--- src/rtl/branch_sequencer.sv ---
// Branch sequencer: owns the condition-flag register and the program counter,
// tracks outstanding flag writes, and resolves conditional branches only once
// every in-flight flag writer has written back.
module branch_sequencer #(
  parameter int                ADDR_W       = 16,
  parameter logic [ADDR_W-1:0] RESET_PC     = '0,
  parameter int                FLUSH_CYCLES = 2
) (
  input  logic              clk,
  input  logic              rst_n,
  input  logic              flag_issue,
  input  logic              flags_we,
  input  logic [5:0]        flags_in,
  input  logic              pc_advance,
  input  logic              br_valid,
  output logic              br_ready,
  input  logic [3:0]        br_cond,
  input  logic              br_control,
  input  logic [ADDR_W-1:0] br_target,
  output logic [ADDR_W-1:0] pc,
  output logic [5:0]        flags_q,
  output logic [1:0]        pending,
  output logic              pend_full,
  output logic              stall,
  output logic              salto,
  output logic              flush,
  output logic              br_error
);

  typedef enum logic [1:0] {
    ST_IDLE    = 2'd0,
    ST_WAIT    = 2'd1,
    ST_RESOLVE = 2'd2,
    ST_FLUSH   = 2'd3
  } state_t;

  // Flush counter holds the number of flush cycles still to come after the
  // current one; entering FLUSH already accounts for the first cycle.
  localparam logic [2:0] FLUSH_LAST = 3'(FLUSH_CYCLES - 1);

  state_t              state_q, state_d;
  logic [ADDR_W-1:0]   pc_q, pc_d;
  logic [5:0]          flags_d;
  logic [1:0]          pend_q, pend_d;
  logic [3:0]          cond_q, cond_d;
  logic                ctrl_q, ctrl_d;
  logic [ADDR_W-1:0]   target_q, target_d;
  logic [2:0]          fcnt_q, fcnt_d;
  logic                salto_q, salto_d;
  logic                flush_q, flush_d;
  logic                err_q, err_d;
  logic                cond_legal;
  logic                taken;

  // Flag select restricted to the six architectural flags; illegal selects
  // read as 0 and are rejected separately.
  function automatic logic sel_flag(input logic [5:0] f, input logic [3:0] c);
    logic r;
    case (c)
      4'd0:    r = f[0];
      4'd1:    r = f[1];
      4'd2:    r = f[2];
      4'd3:    r = f[3];
      4'd4:    r = f[4];
      4'd5:    r = f[5];
      default: r = 1'b0;
    endcase
    return r;
  endfunction

  assign cond_legal = (cond_q <= 4'd5);
  assign taken      = ~(sel_flag(flags_q, cond_q) ^ ctrl_q);

  // Flag register and outstanding-write counter (saturating at 0 and 3).
  always_comb begin
    flags_d = flags_q;
    pend_d  = pend_q;
    if (flags_we) flags_d = flags_in;
    if (flag_issue && !flags_we && pend_q != 2'd3)
      pend_d = pend_q + 2'd1;
    else if (flags_we && !flag_issue && pend_q != 2'd0)
      pend_d = pend_q - 2'd1;
  end

  // Branch FSM next-state, PC update and registered pulse outputs.
  always_comb begin
    state_d  = state_q;
    pc_d     = pc_q;
    cond_d   = cond_q;
    ctrl_d   = ctrl_q;
    target_d = target_q;
    fcnt_d   = fcnt_q;
    salto_d  = 1'b0;
    flush_d  = 1'b0;
    err_d    = 1'b0;
    case (state_q)
      ST_IDLE: begin
        if (pc_advance) pc_d = pc_q + {{(ADDR_W-1){1'b0}}, 1'b1};
        if (br_valid) begin
          cond_d   = br_cond;
          ctrl_d   = br_control;
          target_d = br_target;
          state_d  = ST_WAIT;
        end
      end
      ST_WAIT: begin
        if (pend_q == 2'd0) state_d = ST_RESOLVE;
      end
      ST_RESOLVE: begin
        if (!cond_legal) begin
          err_d   = 1'b1;
          state_d = ST_IDLE;
        end else if (taken) begin
          pc_d    = target_q;
          salto_d = 1'b1;
          flush_d = 1'b1;
          fcnt_d  = FLUSH_LAST;
          state_d = ST_FLUSH;
        end else begin
          state_d = ST_IDLE;
        end
      end
      ST_FLUSH: begin
        if (fcnt_q == 3'd0) begin
          state_d = ST_IDLE;
        end else begin
          fcnt_d  = fcnt_q - 3'd1;
          flush_d = 1'b1;
        end
      end
      default: state_d = ST_IDLE;
    endcase
  end

  // Control and architectural state, cleared by the synchronous reset.
  always_ff @(posedge clk) begin
    if (!rst_n) begin
      state_q <= ST_IDLE;
      pc_q    <= RESET_PC;
      flags_q <= 6'd0;
      pend_q  <= 2'd0;
      fcnt_q  <= 3'd0;
      salto_q <= 1'b0;
      flush_q <= 1'b0;
      err_q   <= 1'b0;
    end else begin
      state_q <= state_d;
      pc_q    <= pc_d;
      flags_q <= flags_d;
      pend_q  <= pend_d;
      fcnt_q  <= fcnt_d;
      salto_q <= salto_d;
      flush_q <= flush_d;
      err_q   <= err_d;
    end
  end

  // Latched branch request; only read after a fresh acceptance, so no reset.
  always_ff @(posedge clk) begin
    cond_q   <= cond_d;
    ctrl_q   <= ctrl_d;
    target_q <= target_d;
  end

  assign pc        = pc_q;
  assign pending   = pend_q;
  assign pend_full = (pend_q == 2'd3);
  assign br_ready  = (state_q == ST_IDLE);
  assign stall     = (state_q != ST_IDLE);
  assign salto     = salto_q;
  assign flush     = flush_q;
  assign br_error  = err_q;

endmodule

--- config.mk ---
export PLATFORM = sky130hd
export DESIGN_NAME = branch_sequencer
export DESIGN_NICKNAME = d
export VERILOG_FILES = /design/src/rtl/branch_sequencer.sv
export SDC_FILE = /design/constraint.sdc
export NUM_CORES = 1
export LEC_CHECK = 0
export CORE_MARGIN = 10
export CORE_UTILIZATION = 50
export CTS_BUF_LIST = sky130_fd_sc_hd__clkbuf_16
export DETAILED_ROUTE_END_ITERATION = 16
export GPL_TIMING_DRIVEN = 0
export PLACE_DENSITY = 0.91
export SYNTH_ARGS = -nofsm -noshare
export SYNTH_HDL_FRONTEND = slang
export SYNTH_SLANG_ARGS = --single-unit
--- constraint.sdc ---
create_clock -name clk -period 2.81 [get_ports clk]
set_input_delay 0.4215 -clock clk [delete_from_list [all_inputs] [get_ports clk]]
set_output_delay 0.4215 -clock clk [all_outputs]
set_load 0.05 [all_outputs]
==> impl_results.html <==
<table>
<tr><th>Metric</th><th>Value</th></tr>
<tr><th colspan="2">Drt</th></tr>
<tr><td>First-pass DRT Iterations</td><td>5</td></tr>
<tr><td>Routed wire length per instance</td><td>17.86 um</td></tr>
<tr><td>Total length of routed wires</td><td>7.126 mm</td></tr>
<tr><td>DR vias</td><td>2411</td></tr>
<tr><td>Detailed-route vias per instance</td><td>6.043</td></tr>
<tr><td>Number of design-rule violations left by the first detailed-router iteration</td><td>285</td></tr>
<tr><td>Count of antenna-violating nets left after detailed routing</td><td>0</td></tr>
<tr><td>Residual DRC</td><td>0</td></tr>
<tr><th colspan="2">Synthesis</th></tr>
<tr><td>Nets in the synthesized netlist</td><td>296</td></tr>
<tr><td>Commonest register cell after synthesis</td><td>sky130_fd_sc_hd__dfxtp_1</td></tr>
<tr><td>Yosys synthesis warning count</td><td>0</td></tr>
<tr><td>Synthesized-area fraction occupied by adder cells</td><td>1.424%</td></tr>
<tr><td>Syn Inst Count</td><td>260</td></tr>
<tr><td>Synth Area in Compound Gates</td><td>20.79%</td></tr>
<tr><td>Synthesized-area fraction occupied by xor and xnor cells</td><td>0.3322%</td></tr>
<tr><td>Post-synthesis mux area share</td><td>4.224%</td></tr>
<tr><td>Fraction of synthesis flops using an asynchronous set or reset pin</td><td>0%</td></tr>
<tr><td>Sequential share of the synthesized area</td><td>48.22%</td></tr>
<tr><td>Largest family of logic cells by synthesized area</td><td>compound AO/OA/AOI/OAI gates</td></tr>
<tr><td>Synth Register Bits</td><td>53</td></tr>
<tr><td>Average cell area after synthesis</td><td>10.14 um^2</td></tr>
<tr><td>Area fraction in and, or, nand and nor cells after synthesis</td><td>20.12%</td></tr>
<tr><td>Post-synth design cell area</td><td>2636 um^2</td></tr>
<tr><td>Number of enable-type register cells in the synthesized netlist</td><td>21</td></tr>
<tr><td>Number of unique standard cell types used by synthesis</td><td>58</td></tr>
<tr><th colspan="2">STA</th></tr>
<tr><td>Unrepaired setup endpoints after global routing</td><td>false</td></tr>
<tr><td>Number of failing setup endpoints in the final timing report</td><td>0</td></tr>
<tr><td>Largest clock skew in the final design</td><td>0.004486 ns</td></tr>
<tr><td>Setup TNS</td><td>0 ns</td></tr>
<tr><td>Remaining max-slew budget at the tightest pin</td><td>34.57%</td></tr>
<tr><td>Max Clock Freq</td><td>420.3 MHz</td></tr>
<tr><td>Period utilization</td><td>84.67%</td></tr>
<tr><td>Fin. max-slew vios</td><td>0</td></tr>
<tr><td>Worst-Margin Slew</td><td>0.9814 ns</td></tr>
<tr><td>Fin. Hold Viols</td><td>0</td></tr>
<tr><td>Final worst path period need</td><td>2.379 ns</td></tr>
<tr><th colspan="2">Global routing</th></tr>
<tr><td>Via count of the first global-routing pass</td><td>2397</td></tr>
<tr><td>Aggregate global routing overflow</td><td>0</td></tr>
<tr><td>Combined global-route utilization of all metal layers</td><td>16.73%</td></tr>
<tr><td>Maximum number of pins on one net before global-route repair</td><td>23</td></tr>
<tr><td>First-pass GRT wire length</td><td>11.77 mm</td></tr>
<tr><td>Initial antenna violation count</td><td>0</td></tr>
<tr><th colspan="2">Clock tree</th></tr>
<tr><td>CTS tree</td><td>done</td></tr>
<tr><td>Count of H-tree levels built during CTS</td><td>2</td></tr>
<tr><td>Hold buffers post-CTS</td><td>0</td></tr>
<tr><td>Number of clock sinks seen by CTS</td><td>53</td></tr>
<tr><td>Clock slew at the register clock pins of the worst setup and hold paths</td><td>0.07 ns</td></tr>
<tr><td>Clock tree root driver cell</td><td>sky130_fd_sc_hd__clkbuf_16</td></tr>
<tr><td>Post-CTS Resized</td><td>0</td></tr>
<tr><td>Number of buffers inserted to repair setup after CTS</td><td>0</td></tr>
<tr><td>Number of buffers created by CTS</td><td>5</td></tr>
<tr><td>Clock latency of the later-clocked register in the worst-skew pair</td><td>0.29 ns</td></tr>
<tr><td>Max Root-Sink Buffers</td><td>2</td></tr>
<tr><th colspan="2">Finish</th></tr>
<tr><td>Final cell utilization of the core</td><td>67.98%</td></tr>
<tr><td>Layout cells sized above 1</td><td>8.511%</td></tr>
<tr><td>Number of nets in the final layout</td><td>364</td></tr>
<tr><td>Most common cell after layout, fill and taps aside</td><td>sky130_fd_sc_hd__clkdlybuf4s50_1</td></tr>
<tr><td>Combined area of the multi-input logic cells</td><td>1236 um^2</td></tr>
<tr><td>Growth of design area from synthesis to finish</td><td>31.70%</td></tr>
<tr><td>Most used cells in the layout excluding fill and tap cells</td><td>61 x sky130_fd_sc_hd__clkdlybuf4s50_1, 32 x sky130_fd_sc_hd__dfxtp_1, 26 x sky130_fd_sc_hd__nor2_1, 26 x sky130_fd_sc_hd__nand2_1, 21 x sky130_fd_sc_hd__edfxtp_1</td></tr>
<tr><td>Register area</td><td>1271 um^2</td></tr>
<tr><td>Number of fillers in the final layout</td><td>408</td></tr>
<tr><td>Antenna Cells</td><td>0</td></tr>
<tr><th colspan="2">Placed design</th></tr>
<tr><td>Port Buffer Count</td><td>61</td></tr>
<tr><td>Final weighted congestion of routability-driven global placement</td><td>0.9230</td></tr>
<tr><td>Detailed-placement wirelength estimate</td><td>5.129 mm</td></tr>
<tr><th colspan="2">Power</th></tr>
<tr><td>Power per cell area</td><td>505.4 nW/um^2</td></tr>
<tr><td>Clock share of power</td><td>33.6%</td></tr>
<tr><td>Total power</td><td>1.755 mW</td></tr>
<tr><td>VDD IR max</td><td>388.6 uV</td></tr>
<tr><td>Leak</td><td>1.162 nW</td></tr>
<tr><td>Net Switching</td><td>0.4701 mW</td></tr>
<tr><td>Part of the power in combinational logic</td><td>16.6%</td></tr>
<tr><td>Sequential share of power</td><td>49.8%</td></tr>
<tr><td>Internal power of the cells</td><td>1.285 mW</td></tr>
<tr><td>Sw Share</td><td>26.79%</td></tr>
<tr><th colspan="2">Flow run</th></tr>
<tr><td>Maxcap violations</td><td>0</td></tr>
<tr><th colspan="2">Die</th></tr>
<tr><td>Core box area</td><td>5107 um^2</td></tr>
<tr><td>Overall die area</td><td>8577 um^2</td></tr>
<tr><td>Number of rows created at floorplan</td><td>26</td></tr>
<tr><td>Die width</td><td>92.61 um</td></tr>
<tr><td>IO Pins</td><td>63</td></tr>
<tr><td>Vertical extent of the die</td><td>92.61 um</td></tr>
<tr><td>Initial core utilization</td><td>51.62%</td></tr>
<tr><th colspan="2">Worst setup path</th></tr>
<tr><td>Data required time of the worst path</td><td>2.98 ns</td></tr>
<tr><td>Critical path data arrival time</td><td>2.55 ns</td></tr>
<tr><td>Worst Setup End Kind</td><td>register</td></tr>
<tr><td>Setup CP Type</td><td>reg -&gt; reg</td></tr>
<tr><td>Largest fanout on the critical path</td><td>10</td></tr>
<tr><td>Nature of the critical path startpoint</td><td>register</td></tr>
<tr><th colspan="2">Min path</th></tr>
<tr><td>Hold Crit Class</td><td>reg -&gt; reg</td></tr>
<tr><th colspan="2">Outcome</th></tr>
<tr><td>Outcome</td><td>complete, no violations</td></tr>
</table>
worst paths after layout:
path | cells past startpoint | slack [ns] | endpoint | startpoint
setup / recovery | 6 | 0.43 | pc[14] | cond_q[3]
hold / removal | 1 | 0.48 | fcnt_q[0] | fcnt_q[0]
setup reg to reg | 6 | 0.43 | pc[14] | cond_q[3]
hold reg to reg | 1 | 0.48 | fcnt_q[0] | fcnt_q[0]
layer usage:
| metal | vias to the layer above | track usage, % | routed length (um) |
|---|---|---|---|
| met2 | 116 | 28.18 | 3603 |
| li1 | 1129 | - | - |
| met1 | 1147 | 20.56 | 2883 |
| met5 | - | 0 | 0 |
| met3 | 19 | 2.744 | 460 |
| met4 | 0 | 7.455 | 178 |
worst max-delay path, cell delays in order (launching register included):
cell and delay, ns:
sky130_fd_sc_hd__edfxtp_1 0.47, sky130_fd_sc_hd__or3_1 0.45, sky130_fd_sc_hd__o22ai_4 0.26, sky130_fd_sc_hd__o2111ai_2 0.29, sky130_fd_sc_hd__clkbuf_1 0.36, sky130_fd_sc_hd__a32oi_1 0.30, sky130_fd_sc_hd__o32ai_1 0.13
through the flow:
step | hold WS, ns | area (um^2) | setup slack [ns] | cells
after floorplan | 0.4418 | 2636 | 0.5380 | 260
after global placement | 0.4591 | 3334 | 0.5689 | 391
after detailed placement | 0.4644 | 3334 | 0.5109 | 391
after CTS | 0.4776 | 3472 | 0.4964 | 399
after global routing | 0.5181 | 3472 | 0.3436 | 399
final | 0.4850 | 3472 | 0.4308 | 399
state kept, by name, indices dropped and copies added (netlist names):
signal / cells
br_error: 1
cond_q: 4
ctrl_q: 1
fcnt_q: 3
flags_q: 6
flush: 1
pc: 16
pending: 2
salto: 1
state_q: 2
target_q: 16
final cells by class:
| cell class | count | share of cell area [%] |
|---|---|---|
| Sequential cell | 53 | 36.61 |
| Multi-Input combinational cell | 182 | 35.60 |
| Timing Repair Buffer | 61 | 17.59 |
| Clock buffer | 5 | 3.604 |
| Buffer | 19 | 3.063 |
| Tap cell | 70 | 2.523 |
| Inverter | 6 | 0.6486 |
| Clock inverter | 3 | 0.3604 |
power groups by stage:
stage	registers [mW]	clock network [mW]	logic, mW
after global routing	0.878	0.629	0.311
after floorplan	0.932	0	0.129
after CTS	0.873	0.595	0.290
after detailed placement	0.890	0	0.288
after global placement	0.888	0	0.281
final	0.874	0.590	0.291
Yosys cell counts, types with 3 or more instances:
master | number | area, um^2
sky130_fd_sc_hd__dfxtp_1 | 32 | 640.6
sky130_fd_sc_hd__nand2_1 | 26 | 97.59
sky130_fd_sc_hd__nor2_1 | 26 | 97.59
sky130_fd_sc_hd__edfxtp_1 | 21 | 630.6
sky130_fd_sc_hd__a21oi_1 | 13 | 65.06
sky130_fd_sc_hd__a31oi_1 | 10 | 62.56
sky130_fd_sc_hd__clkbuf_1 | 10 | 37.54
sky130_fd_sc_hd__mux2i_1 | 10 | 100.1
sky130_fd_sc_hd__nand3_1 | 10 | 50.05
sky130_fd_sc_hd__nor3_1 | 7 | 35.03
sky130_fd_sc_hd__o32ai_1 | 7 | 61.31
sky130_fd_sc_hd__inv_1 | 6 | 22.52
sky130_fd_sc_hd__nor4_1 | 6 | 37.54
sky130_fd_sc_hd__and2_1 | 5 | 31.28
sky130_fd_sc_hd__buf_6 | 4 | 45.04
sky130_fd_sc_hd__buf_1 | 3 | 11.26
sky130_fd_sc_hd__ha_1 | 3 | 37.54
sky130_fd_sc_hd__nand4_1 | 3 | 18.77
sky130_fd_sc_hd__o21a_1 | 3 | 22.52
sky130_fd_sc_hd__o21ai_0 | 3 | 15.01
sky130_fd_sc_hd__o31a_1 | 3 | 26.28
kinds of logic after synthesis:
logic type | Yosys count
mux | 11
compound gates | 67
fa+ha+maj | 3
xor+xnor | 1
simple gates | 100
buf+inv | 25
flops | 53
Power figures use the tool's default switching activity.
